File: config.mk
export PLATFORM = sky130hd
export DESIGN_NAME = fetch_ctrl
export DESIGN_NICKNAME = d
export VERILOG_FILES = /design/src/rtl/fetch_ctrl.sv
export SDC_FILE = /design/constraint.sdc
export NUM_CORES = 1
export LEC_CHECK = 0
export BUFFER_PORTS_ARGS = -buffer_cell sky130_fd_sc_hd__buf_4
export CAP_MARGIN = 20
export CORE_ASPECT_RATIO = 1.75
export CORE_MARGIN = 1
export CORE_UTILIZATION = 48
export DETAILED_ROUTE_END_ITERATION = 16
export PLACE_DENSITY = 0.81
export SYNTH_ARGS = -nofsm -noshare
export SYNTH_HDL_FRONTEND = slang
export SYNTH_SLANG_ARGS = --single-unit
File: constraint.sdc
create_clock -name clk -period 2.42 [get_ports clk]
set_input_delay 0.121 -clock clk [delete_from_list [all_inputs] [get_ports clk]]
set_output_delay 0.121 -clock clk [all_outputs]
set_load 0.005 [all_outputs]
File: src/rtl/fetch_ctrl.sv
// Instruction-fetch sequencer: owns the fetch PC, issues one imem request at a time and
// presents {pc, inst} to decode. Optional stall counter built when FETCH_STALL_CNT_EN is defined.
module fetch_ctrl #(
  parameter logic [31:0] RESET_PC = 32'hBFC00000
) (
  input  logic        clk,
  input  logic        rst,
  input  logic        i_redirect_valid,
  input  logic [31:0] i_redirect_target,
  output logic        o_imem_req,
  output logic [31:0] o_imem_addr,
  input  logic        i_imem_gnt,
  input  logic        i_imem_rvalid,
  input  logic [31:0] i_imem_rdata,
  output logic        o_out_valid,
  output logic [31:0] o_out_pc,
  output logic [31:0] o_out_inst,
  input  logic        i_out_ready,
  output logic [31:0] o_stall_cycles
);

  localparam int unsigned XLEN    = 32;
  localparam int unsigned PC_STEP = 4;

  typedef enum logic [1:0] {
    S_IDLE = 2'd0,
    S_REQ  = 2'd1,
    S_WAIT = 2'd2,
    S_HOLD = 2'd3
  } state_t;

  state_t            r_state;
  state_t            w_state_nxt;
  logic [XLEN-1:0]   r_pc;
  logic [XLEN-1:0]   w_pc_nxt;
  logic              r_discard;
  logic              w_discard_nxt;
  logic              r_imem_req;
  logic              r_out_valid;
  logic              w_out_valid_nxt;
  logic [XLEN-1:0]   r_out_pc;
  logic [XLEN-1:0]   w_out_pc_nxt;
  logic [XLEN-1:0]   r_out_inst;
  logic [XLEN-1:0]   w_out_inst_nxt;

  // State register
  always_ff @(posedge clk) begin
    if (rst) begin
      r_state <= S_IDLE;
    end else begin
      r_state <= w_state_nxt;
    end
  end

  // Next-state and datapath update decisions
  always_comb begin
    w_state_nxt     = r_state;
    w_pc_nxt        = r_pc;
    w_discard_nxt   = r_discard;
    w_out_valid_nxt = r_out_valid;
    w_out_pc_nxt    = r_out_pc;
    w_out_inst_nxt  = r_out_inst;

    case (r_state)
      S_IDLE: begin
        w_state_nxt = S_REQ;
        if (i_redirect_valid) begin
          w_pc_nxt = i_redirect_target;
        end
      end

      S_REQ: begin
        if (i_redirect_valid) begin
          w_pc_nxt = i_redirect_target;
        end
        if (i_imem_gnt) begin
          w_state_nxt   = S_WAIT;
          w_discard_nxt = i_redirect_valid;
        end
      end

      S_WAIT: begin
        if (i_imem_rvalid) begin
          if (r_discard || i_redirect_valid) begin
            // Wrong-path response: drop it and refetch from the current/new PC
            w_discard_nxt = 1'b0;
            w_state_nxt   = S_REQ;
            if (i_redirect_valid) begin
              w_pc_nxt = i_redirect_target;
            end
          end else begin
            w_out_valid_nxt = 1'b1;
            w_out_pc_nxt    = r_pc;
            w_out_inst_nxt  = i_imem_rdata;
            w_pc_nxt        = r_pc + XLEN'(PC_STEP);
            w_state_nxt     = S_HOLD;
          end
        end else if (i_redirect_valid) begin
          w_discard_nxt = 1'b1;
          w_pc_nxt      = i_redirect_target;
        end
      end

      S_HOLD: begin
        if (i_redirect_valid) begin
          w_out_valid_nxt = 1'b0;
          w_pc_nxt        = i_redirect_target;
          w_state_nxt     = S_REQ;
        end else if (i_out_ready) begin
          w_out_valid_nxt = 1'b0;
          w_state_nxt     = S_REQ;
        end
      end

      default: ;
    endcase
  end

  // Datapath registers; req is registered from the next state so it equals (state == REQ)
  always_ff @(posedge clk) begin
    if (rst) begin
      r_pc        <= RESET_PC;
      r_discard   <= 1'b0;
      r_imem_req  <= 1'b0;
      r_out_valid <= 1'b0;
      r_out_pc    <= '0;
      r_out_inst  <= '0;
    end else begin
      r_pc        <= w_pc_nxt;
      r_discard   <= w_discard_nxt;
      r_imem_req  <= (w_state_nxt == S_REQ);
      r_out_valid <= w_out_valid_nxt;
      r_out_pc    <= w_out_pc_nxt;
      r_out_inst  <= w_out_inst_nxt;
    end
  end

  assign o_imem_req  = r_imem_req;
  assign o_imem_addr = r_pc;
  assign o_out_valid = r_out_valid;
  assign o_out_pc    = r_out_pc;
  assign o_out_inst  = r_out_inst;

`ifdef FETCH_STALL_CNT_EN
  logic            w_stall;
  logic [XLEN-1:0] r_stall_cnt;

  assign w_stall = ((r_state == S_REQ) && !i_imem_gnt) ||
                   ((r_state == S_HOLD) && !i_out_ready);

  // Free-running modulo-2^32 stall counter
  always_ff @(posedge clk) begin
    if (rst) begin
      r_stall_cnt <= '0;
    end else if (w_stall) begin
      r_stall_cnt <= r_stall_cnt + XLEN'(1);
    end
  end

  assign o_stall_cycles = r_stall_cnt;
`else
  assign o_stall_cycles = '0;
`endif

endmodule

==> results of run 1 <==
metrics by stage:
stage          hold slack [ps]  cells  power [mW]
6_report                  12.2    858        3.88
4_1_cts                   6.88    858        3.90
3_3_place_gp               354    842        2.19
2_1_floorplan              232    614        2.03
5_1_grt                   16.4    858        4.02
3_5_place_dp               365    842        2.21
cells by family (layout without fill, tap and decap cells):
| group | after synthesis | after routing | share of synthesized area [%] |
|---|---|---|---|
| adder cells (fa/ha/maj) | 1 | 1 | 0.274 |
| flip-flops | 101 | 101 | 44.3 |
| other | 1 | 32 | 0.0821 |
| AO/OA/AOI/OAI | 123 | 123 | 16.2 |
| XOR/XNOR | 16 | 16 | 3.07 |
| buffers and inverters | 78 | 202 | 9.15 |
| multiplexers | 5 | 5 | 1.10 |
| AND/OR/NAND/NOR | 258 | 258 | 25.9 |
cell usage after synthesis (all sizes together), types with 10 or more instances:
cell type  count  share of area (%)
nand2        155                 13
dfxtp        101                 44
a21oi         79                8.7
buf           38                5.8
nor2          33                2.7
clkbuf        32                2.7
nand3         16                2.3
nor3          13                1.5
nand4         10                1.4
o21ai         10                1.1
layer usage:
metal  global-route usage [%]  vias to the layer above  part of all wire [%]
met4                     14.9                        0                   4.0
met3                     5.58                       42                   5.3
met1                     28.2                     2211                    37
met2                     45.3                      188                    54
li1                         -                     2223                     -
met5                        0                        -                     0
power by group through the flow:
| stage | Clock (mW) | Combinational, mW | Sequential, mW |
|---|---|---|---|
| floorplan | 0 | 0.217 | 1.81 |
| global placement | 0 | 0.369 | 1.82 |
| detailed placement | 0 | 0.379 | 1.83 |
| CTS | 1.73 | 0.382 | 1.79 |
| global route | 1.80 | 0.420 | 1.80 |
| finish | 1.71 | 0.383 | 1.79 |
worst register-to-register path: stages (launching register included):
cell     delay, ps
dfxtp_1        430
nor2b_1        380
and3_2         460
buf_4          400
nand2_1        140
a21oi_1        170
mux2i_1         90
how the worst max path moves through the flow:
stage	start	to	slack [ps]
after floorplan	o_imem_addr[2]	o_imem_addr[16]	440
after CTS	o_imem_addr[2]	o_imem_addr[16]	250
after global placement	o_imem_addr[2]	o_imem_addr[20]	370
after detailed placement	o_imem_addr[2]	o_imem_addr[16]	290
after global routing	o_imem_addr[3]	o_imem_addr[16]	90
final	r_state[1]	o_imem_addr[31]	230
registers in the layout, summed over array words and instances (netlist names):
register and count:
o_out_pc 32, o_out_inst 32, o_out_valid 1, r_discard 1, r_state 2, o_imem_addr 32, o_imem_req 1
area by class of cell:
| type | count | area, µm² | share of cell area [%] |
|---|---|---|---|
| Sequential cell | 101 | 2020 | 32.8 |
| Tap cell | 120 | 150 | 2.44 |
| Clock inverter | 3 | 90.1 | 1.46 |
| Clock buffer | 13 | 270 | 4.39 |
| Multi-Input combinational cell | 435 | 2260 | 36.7 |
| Timing Repair Buffer | 178 | 1340 | 21.7 |
| Inverter | 8 | 30.0 | 0.488 |
==> results.py, run 1 <==
metrics = {
    "run_status": {
        "outcome": "completed",
    },
    "synthesis": {
        "synth-async-reset-ratio_pct": 0,
        "synth_cell_types": 51,
        "ys_ff_latch": 101,
        "netlist_area_mm2": 0.00457,
        "ys_seq_area_share_pct": 44.3,
        "syn_inst": 583,
        "yosysWarnings": 0,
        "avgSynthCellArea_um2": 7.84,
        "synthFlopType": "dfxtp_1",
        "synth_edf_count": 0,
    },
    "placed_design": {
        "io_buffers": 167,
        "placed_cell_area_mm2": 0.00580,
        "gp_congestion": 0.869,
        "dp_slack_ps": 289,
        "hpwl_um": 9500,
    },
    "die": {
        "die_w_um": 75.7,
        "io_pins": 200,
        "start_util_pct": 49.9,
        "core_area_mm2": 0.00915,
        "die_h_um": 131,
        "fp-row-count": 46,
        "die-area_mm2": 0.00993,
    },
    "hold_path": {
        "hold_end": "o_imem_addr[2]",
        "min_path_type": "primary input to flip-flop",
        "holdPathStages": 3,
        "hold_start": "i_redirect_target[2]",
    },
    "layout": {
        "drive_gt1_share_pct": 27.6,
        "diodes": 0,
        "syn_to_final_growth_pct": 34.8,
        "layout_commonest_cell": "buf_4",
        "nNetsFinal": 804,
        "nFillCells": 753,
        "mostFrequentLayoutCells": "178 x buf_4, 155 x nand2_1, 101 x dfxtp_1, 79 x a21oi_1, 33 x nor2_1",
        "final_util_pct": 67.3,
        "postLayoutCellArea_mm2": 0.00616,
    },
    "cts": {
        "clk_latency_ps": 340,
        "post_cts_buffers": 0,
        "cts_hold_buffers": 0,
        "cts.sinks": 101,
        "ctsLongestPathBuffers": 2,
        "cts_tree": "yes",
        "numCtsBuffers": 9,
        "cts_root_buffer": "clkbuf_16",
        "cts_resized": 0,
        "htreeDepth": 3,
        "path_clk_slew_ps": 70,
    },
    "setup_path": {
        "cp_max_fo": 29,
        "r2r_cells": 6,
        "crit_cells": 6,
        "crit_arrival_ps": 2420,
        "path_delay_family": "simple AND/OR/NAND/NOR gates",
        "critPathLaunchType": "flip-flop",
        "critPathMaxStageDelay_ps": 460,
        "crit_required_ps": 2650,
        "rrSetupSlack_ps": 230,
        "end_kind": "flip-flop",
        "worstPathCellList": "nor2b_1 -> and3_2 -> buf_4 -> nand2_1 -> a21oi_1 -> mux2i_1",
        "rr_startpoint": "r_state[1]",
        "critical_path_class": "flip-flop to flip-flop",
        "cp_slowest_cell": "and3_2",
        "crit_buf_inv": 1,
        "reg2reg_to": "o_imem_addr[31]",
    },
    "grt": {
        "antenna_found_initial": 0,
        "first_global_vias": 4249,
        "grt_usage_pct": 26.0,
        "grt_pass1_wl_um": 19700,
        "gr-total-overflow": 0,
        "grt_max_degree": 67,
    },
    "timing": {
        "fin_skew_ps": 5.79,
        "setup_ws_ps": 234,
        "final.period_utilization_pct": 90.3,
        "setup_tns_ps": 0,
        "maxSlewViolCount": 0,
        "slew_headroom_pct": 35.1,
        "clock.fmax_mhz": 457,
        "hold_viol": 0,
        "fin_crit_ps": 2190,
        "rsz0062_at_grt": "no",
        "setup_viol": 0,
        "worstMarginPinSlew_ps": 973,
    },
    "routing": {
        "drc": 0,
        "avgViaCountPerCell": 5.44,
        "first_pass_iters": 5,
        "drt_iter0_markers": 232,
        "ant_nets": 0,
        "wl_um": 13200,
        "wl_per_cell_um": 15.4,
        "via_count": 4664,
    },
    "flow_run": {
        "cap_violations": 0,
    },
    "pwr": {
        "vdd.ir_drop.worst_v": 0.000632,
        "p_clk_share_pct": 44.0,
        "switchingPower_mw": 0.877,
        "pwr-share-comb_pct": 9.9,
        "leakagePower_nw": 2.55,
        "internal_power_mw": 3.01,
        "seqPwrFrac_pct": 46.1,
        "switching_share_pct": 22.6,
        "powerDensity_mw_per_mm2": 631,
    },
}
(Power assumes the default switching activity.)
==> run 2: changes to the inputs <==
Settings changed: PLACE_DENSITY 0.81 to 0.91.
==> run 2 against run 1 <==
Against the previous run: worst setup slack got worse by 170 ps; final cell count decreased by 0.12%; flip-flop and latch count stayed put; sequential share of layout area rose by 0.54 points; non-clock buffer count unchanged; clock-buffer cell count unchanged; total power decreased by 10%.
==> results.py, run 2 (synthesis results as in run 1) <==
metrics = {
    "cts": {
        "cts_root_buffer": "clkbuf_16",
        "cts.sinks": 101,
        "htreeDepth": 3,
        "numCtsBuffers": 9,
        "clk_latency_ps": 340,
        "ctsLongestPathBuffers": 2,
        "cts_tree": "yes",
        "path_clk_slew_ps": 60,
        "cts_hold_buffers": 0,
        "cts_resized": 0,
        "post_cts_buffers": 0,
    },
    "timing": {
        "fin_crit_ps": 2350,
        "rsz0062_at_grt": "no",
        "setup_viol": 0,
        "slew_headroom_pct": 36.9,
        "hold_viol": 0,
        "clock.fmax_mhz": 425,
        "setup_tns_ps": 0,
        "fin_skew_ps": 3.63,
        "maxSlewViolCount": 0,
        "final.period_utilization_pct": 97.2,
        "worstMarginPinSlew_ps": 945,
        "setup_ws_ps": 67.9,
    },
    "layout": {
        "mostFrequentLayoutCells": "178 x buf_4, 155 x nand2_1, 101 x dfxtp_1, 79 x a21oi_1, 33 x nor2_1",
        "nNetsFinal": 804,
        "drive_gt1_share_pct": 27.3,
        "final_util_pct": 66.2,
        "syn_to_final_growth_pct": 32.6,
        "layout_commonest_cell": "buf_4",
        "diodes": 0,
        "layout.cells.non_filler": 857,
    },
    "grt": {
        "grt_usage_pct": 27.5,
        "first_global_vias": 4432,
        "antenna_found_initial": 0,
        "grt_max_degree": 48,
        "gr-total-overflow": 0,
        "grt_pass1_wl_um": 20700,
    },
    "setup_path": {
        "crit_required_ps": 2700,
        "end_kind": "flip-flop",
        "cp_max_fo": 10,
        "crit_arrival_ps": 2630,
        "critical_path_class": "flip-flop to flip-flop",
        "critPathLaunchType": "flip-flop",
    },
    "pwr": {
        "powerDensity_mw_per_mm2": 577,
        "vdd.ir_drop.worst_v": 0.000488,
        "power.total_mw": 3.49,
        "leakagePower_nw": 2.50,
    },
    "routing": {
        "ant_nets": 0,
        "drc": 0,
        "drt_iter0_markers": 393,
        "wl_um": 13500,
        "first_pass_iters": 5,
        "avgViaCountPerCell": 5.46,
        "via_count": 4677,
        "wl_per_cell_um": 15.8,
    },
    "placed_design": {
        "io_buffers": 167,
        "hpwl_um": 9840,
        "dp_slack_ps": 154,
        "gp_congestion": 0.906,
        "dp.cells": 842,
    },
    "die": {
        "start_util_pct": 49.9,
        "die-area_mm2": 0.00993,
        "io_pins": 200,
        "core_area_mm2": 0.00915,
        "die_h_um": 131,
        "fp-row-count": 46,
        "die_w_um": 75.7,
    },
    "hold_path": {
        "min_path_type": "primary input to flip-flop",
    },
    "flow_run": {
        "cap_violations": 0,
    },
    "run_status": {
        "outcome": "completed",
    },
}
run 2: cell count changes in the layout (fill, tap and decap cells not counted):
| cell | delta |
|---|---|
| clkbuf_1 | +2 |
| clkinv_2 | +2 |
| clkbuf_8 | -2 |
| bufinv_16 | -3 |
run 2: critical path, stage by stage (launching register included):
cell,delay [ps]
dfxtp_1,460
ha_1,280
nand3_4,140
nor4_4,610
nand4_1,270
o21ai_0,300
o311a_1,230
run 2: area by class of cell:
type / count / area (µm²)
fill: 783 / 3100
multi-input combinational: 435 / 2260
sequential: 101 / 2020
timing repair buffer: 178 / 1340
clock buffer: 13 / 250
tap: 120 / 150
inverter: 8 / 30.0
clock inverter: 2 / 10.0
run 2: per-stage QoR:
stage	cell area [µm²]	hold slack, ps
3_5_place_dp	5800	360
5_1_grt	6060	10.2
6_report	6060	9.20
4_1_cts	6060	0.0277
2_1_floorplan	4680	232
3_3_place_gp	5800	358
run 2: worst paths after layout:
path	slack (ps)	startpoint	depth (start not counted)	endpoint
hold / removal	9	i_redirect_target[2]	3	o_imem_addr[2]
hold reg to reg	450	o_out_pc[19]	2	o_out_pc[19]
setup / recovery	70	o_imem_addr[3]	6	o_imem_addr[28]
setup reg to reg	70	o_imem_addr[3]	6	o_imem_addr[28]
run 2: report_power, final:
part           total (mW)  internal, mW  switching (mW)
Combinational       0.395         0.201           0.194
Clock                1.31         0.718           0.595
Sequential           1.79          1.71          0.0737
Total                3.49          2.63           0.863
run 2: metal layers:
| metal | wire length, µm | global-route usage (%) | vias to the layer above |
|---|---|---|---|
| li1 | - | - | 2223 |
| met5 | 0 | 0 | - |
| met4 | 665 | 17.1 | 0 |
| met2 | 7280 | 47.8 | 241 |
| met3 | 900 | 6.57 | 57 |
| met1 | 4670 | 28.9 | 2156 |
==> run 3: changes to the inputs <==
Settings changed: CORE_UTILIZATION 48 to 43, PLACE_DENSITY 0.91 to 0.87.
Clock period 2.42 ns to 2.1 ns, I/O delays scaled along.
==> run 3 against run 2 <==
Against the previous run: fmax rose by 22%; final cell count up 3.0%; routed wire length down 0.33%; flip-flop and latch count is the same; final area is 3.1% higher; hold slack worse by 2.0 ps; first-iteration DRC count rose by 24%; critical path type unchanged; largest cell class unchanged.
==> results.py, run 3 (synthesis results as in run 1) <==
metrics = {
    "layout": {
        "drive_gt1_share_pct": 28.7,
        "mostFrequentLayoutCells": "191 x buf_4, 155 x nand2_1, 101 x dfxtp_1, 79 x a21oi_1, 33 x nor2_1",
        "nFillCells": 916,
        "nNetsFinal": 822,
        "syn_to_final_growth_pct": 36.7,
        "layout_commonest_cell": "buf_4",
        "final_util_pct": 60.6,
        "postLayoutCellArea_mm2": 0.00624,
        "diodes": 0,
        "layout.cells.non_filler": 883,
    },
    "setup_path": {
        "crit_required_ps": 2320,
        "crit_arrival_ps": 2150,
        "critical_path_class": "flip-flop to flip-flop",
        "rr_startpoint": "o_imem_addr[2]",
        "cp_max_fo": 7,
        "end_kind": "flip-flop",
        "crit_start": "o_imem_addr[2]",
        "critPathLaunchType": "flip-flop",
    },
    "grt": {
        "first_global_vias": 4325,
        "antenna_found_initial": 0,
        "grt_max_degree": 31,
        "gr-total-overflow": 0,
        "grt_usage_pct": 24.5,
        "grt_pass1_wl_um": 20900,
    },
    "pwr": {
        "power.total_mw": 4.18,
        "switchingPower_mw": 1.01,
        "switching_share_pct": 24.2,
        "leakagePower_nw": 2.61,
        "vdd.ir_drop.worst_v": 0.000462,
        "pwr-share-comb_pct": 11.3,
        "internal_power_mw": 3.17,
        "powerDensity_mw_per_mm2": 670,
        "p_clk_share_pct": 39.6,
        "seqPwrFrac_pct": 49.1,
    },
    "cts": {
        "path_clk_slew_ps": 70,
        "cts.sinks": 101,
        "ctsLongestPathBuffers": 2,
        "numCtsBuffers": 9,
        "post_cts_buffers": 0,
        "cts_tree": "yes",
        "htreeDepth": 3,
        "clk_latency_ps": 340,
        "cts_root_buffer": "clkbuf_16",
        "cts_resized": 0,
    },
    "routing": {
        "first_pass_iters": 5,
        "ant_nets": 0,
        "drc": 0,
        "avgViaCountPerCell": 5.26,
        "wl_um": 13500,
        "drt_iter0_markers": 486,
        "via_count": 4644,
        "wl_per_cell_um": 15.3,
    },
    "hold_path": {
        "min_path_type": "primary input to flip-flop",
        "hold_start": "i_imem_rdata[31]",
    },
    "timing": {
        "setup_ws_ps": 166,
        "fin_skew_ps": 7.61,
        "clock.fmax_mhz": 517,
        "setup_tns_ps": 0,
        "final.period_utilization_pct": 92.1,
        "hold_viol": 0,
        "whs_ps": 7.21,
        "rsz0062_at_grt": "no",
        "worstMarginPinSlew_ps": 649,
        "maxSlewViolCount": 0,
        "slew_headroom_pct": 56.7,
        "setup_viol": 0,
        "fin_crit_ps": 1930,
    },
    "placed_design": {
        "gp_congestion": 0.845,
        "dp_slack_ps": 209,
        "placed_cell_area_mm2": 0.00590,
        "hpwl_um": 9890,
        "io_buffers": 167,
        "dp.cells": 862,
    },
    "die": {
        "die-area_mm2": 0.0111,
        "io_pins": 200,
        "core_area_mm2": 0.0103,
        "start_util_pct": 44.4,
        "die_w_um": 79.9,
        "die_h_um": 138,
        "fp-row-count": 49,
    },
    "run_status": {
        "outcome": "completed",
    },
    "flow_run": {
        "cap_violations": 0,
    },
}
[run 3: cell count changes in the layout (fill, tap and decap cells not counted), sizes merged]
cell / delta
buf: +13
bufinv: +1
clkbuf: -2
clkinv: +2
dlygate4sd3: +5
[run 3: layout make-up]
type                    count  area, µm²  area share, %
clock inverters             5       50.0          0.801
repair buffers            196       1480           23.8
flip-flops and latches    101       2020           32.4
multi-input cells         435       2260           36.1
clock buffers              11        243           3.89
well taps                 127        159           2.54
inverters                   8       30.0          0.481
[run 3: repair_timing]
| action | 4_1_cts | 5_1_grt |
|---|---|---|
| hold endpoints to repair | 5 | 0 |
| hold buffers | 5 | 0 |
| setup endpoints to repair | 0 | 0 |
[run 3: power by group through the flow]
stage	combinational (mW)	sequential (mW)	clock [mW]
global placement	0.458	2.09	0
CTS	0.472	2.05	1.68
floorplan	0.250	2.09	0
finish	0.473	2.05	1.66
detailed placement	0.463	2.09	0
global route	0.517	2.06	1.75
[run 3: final timing paths]
path | to | slack [ps] | cells after the start
hold / removal | o_out_inst[31] | 7 | 3
setup / recovery | o_imem_addr[24] | 170 | 7
hold reg to reg | o_out_pc[21] | 450 | 2
setup reg to reg | o_imem_addr[24] | 170 | 7
[run 3: per-layer routing]
layer | up-vias | global-route usage [%] | share of wire, %
li1 | 2264 | - | -
met1 | 2146 | 25.6 | 36
met2 | 197 | 43.7 | 53
met3 | 37 | 5.15 | 6.7
met4 | 0 | 13.9 | 4.0
met5 | - | 0 | 0
[run 3: critical path: stages, from the launching register on]
cell and delay [ps]:
dfxtp_1 340, ha_1 220, nand3_4 130, nor4_4 390
buf_4 220, nand4_1 130, nor4b_1 290, a221oi_1 90
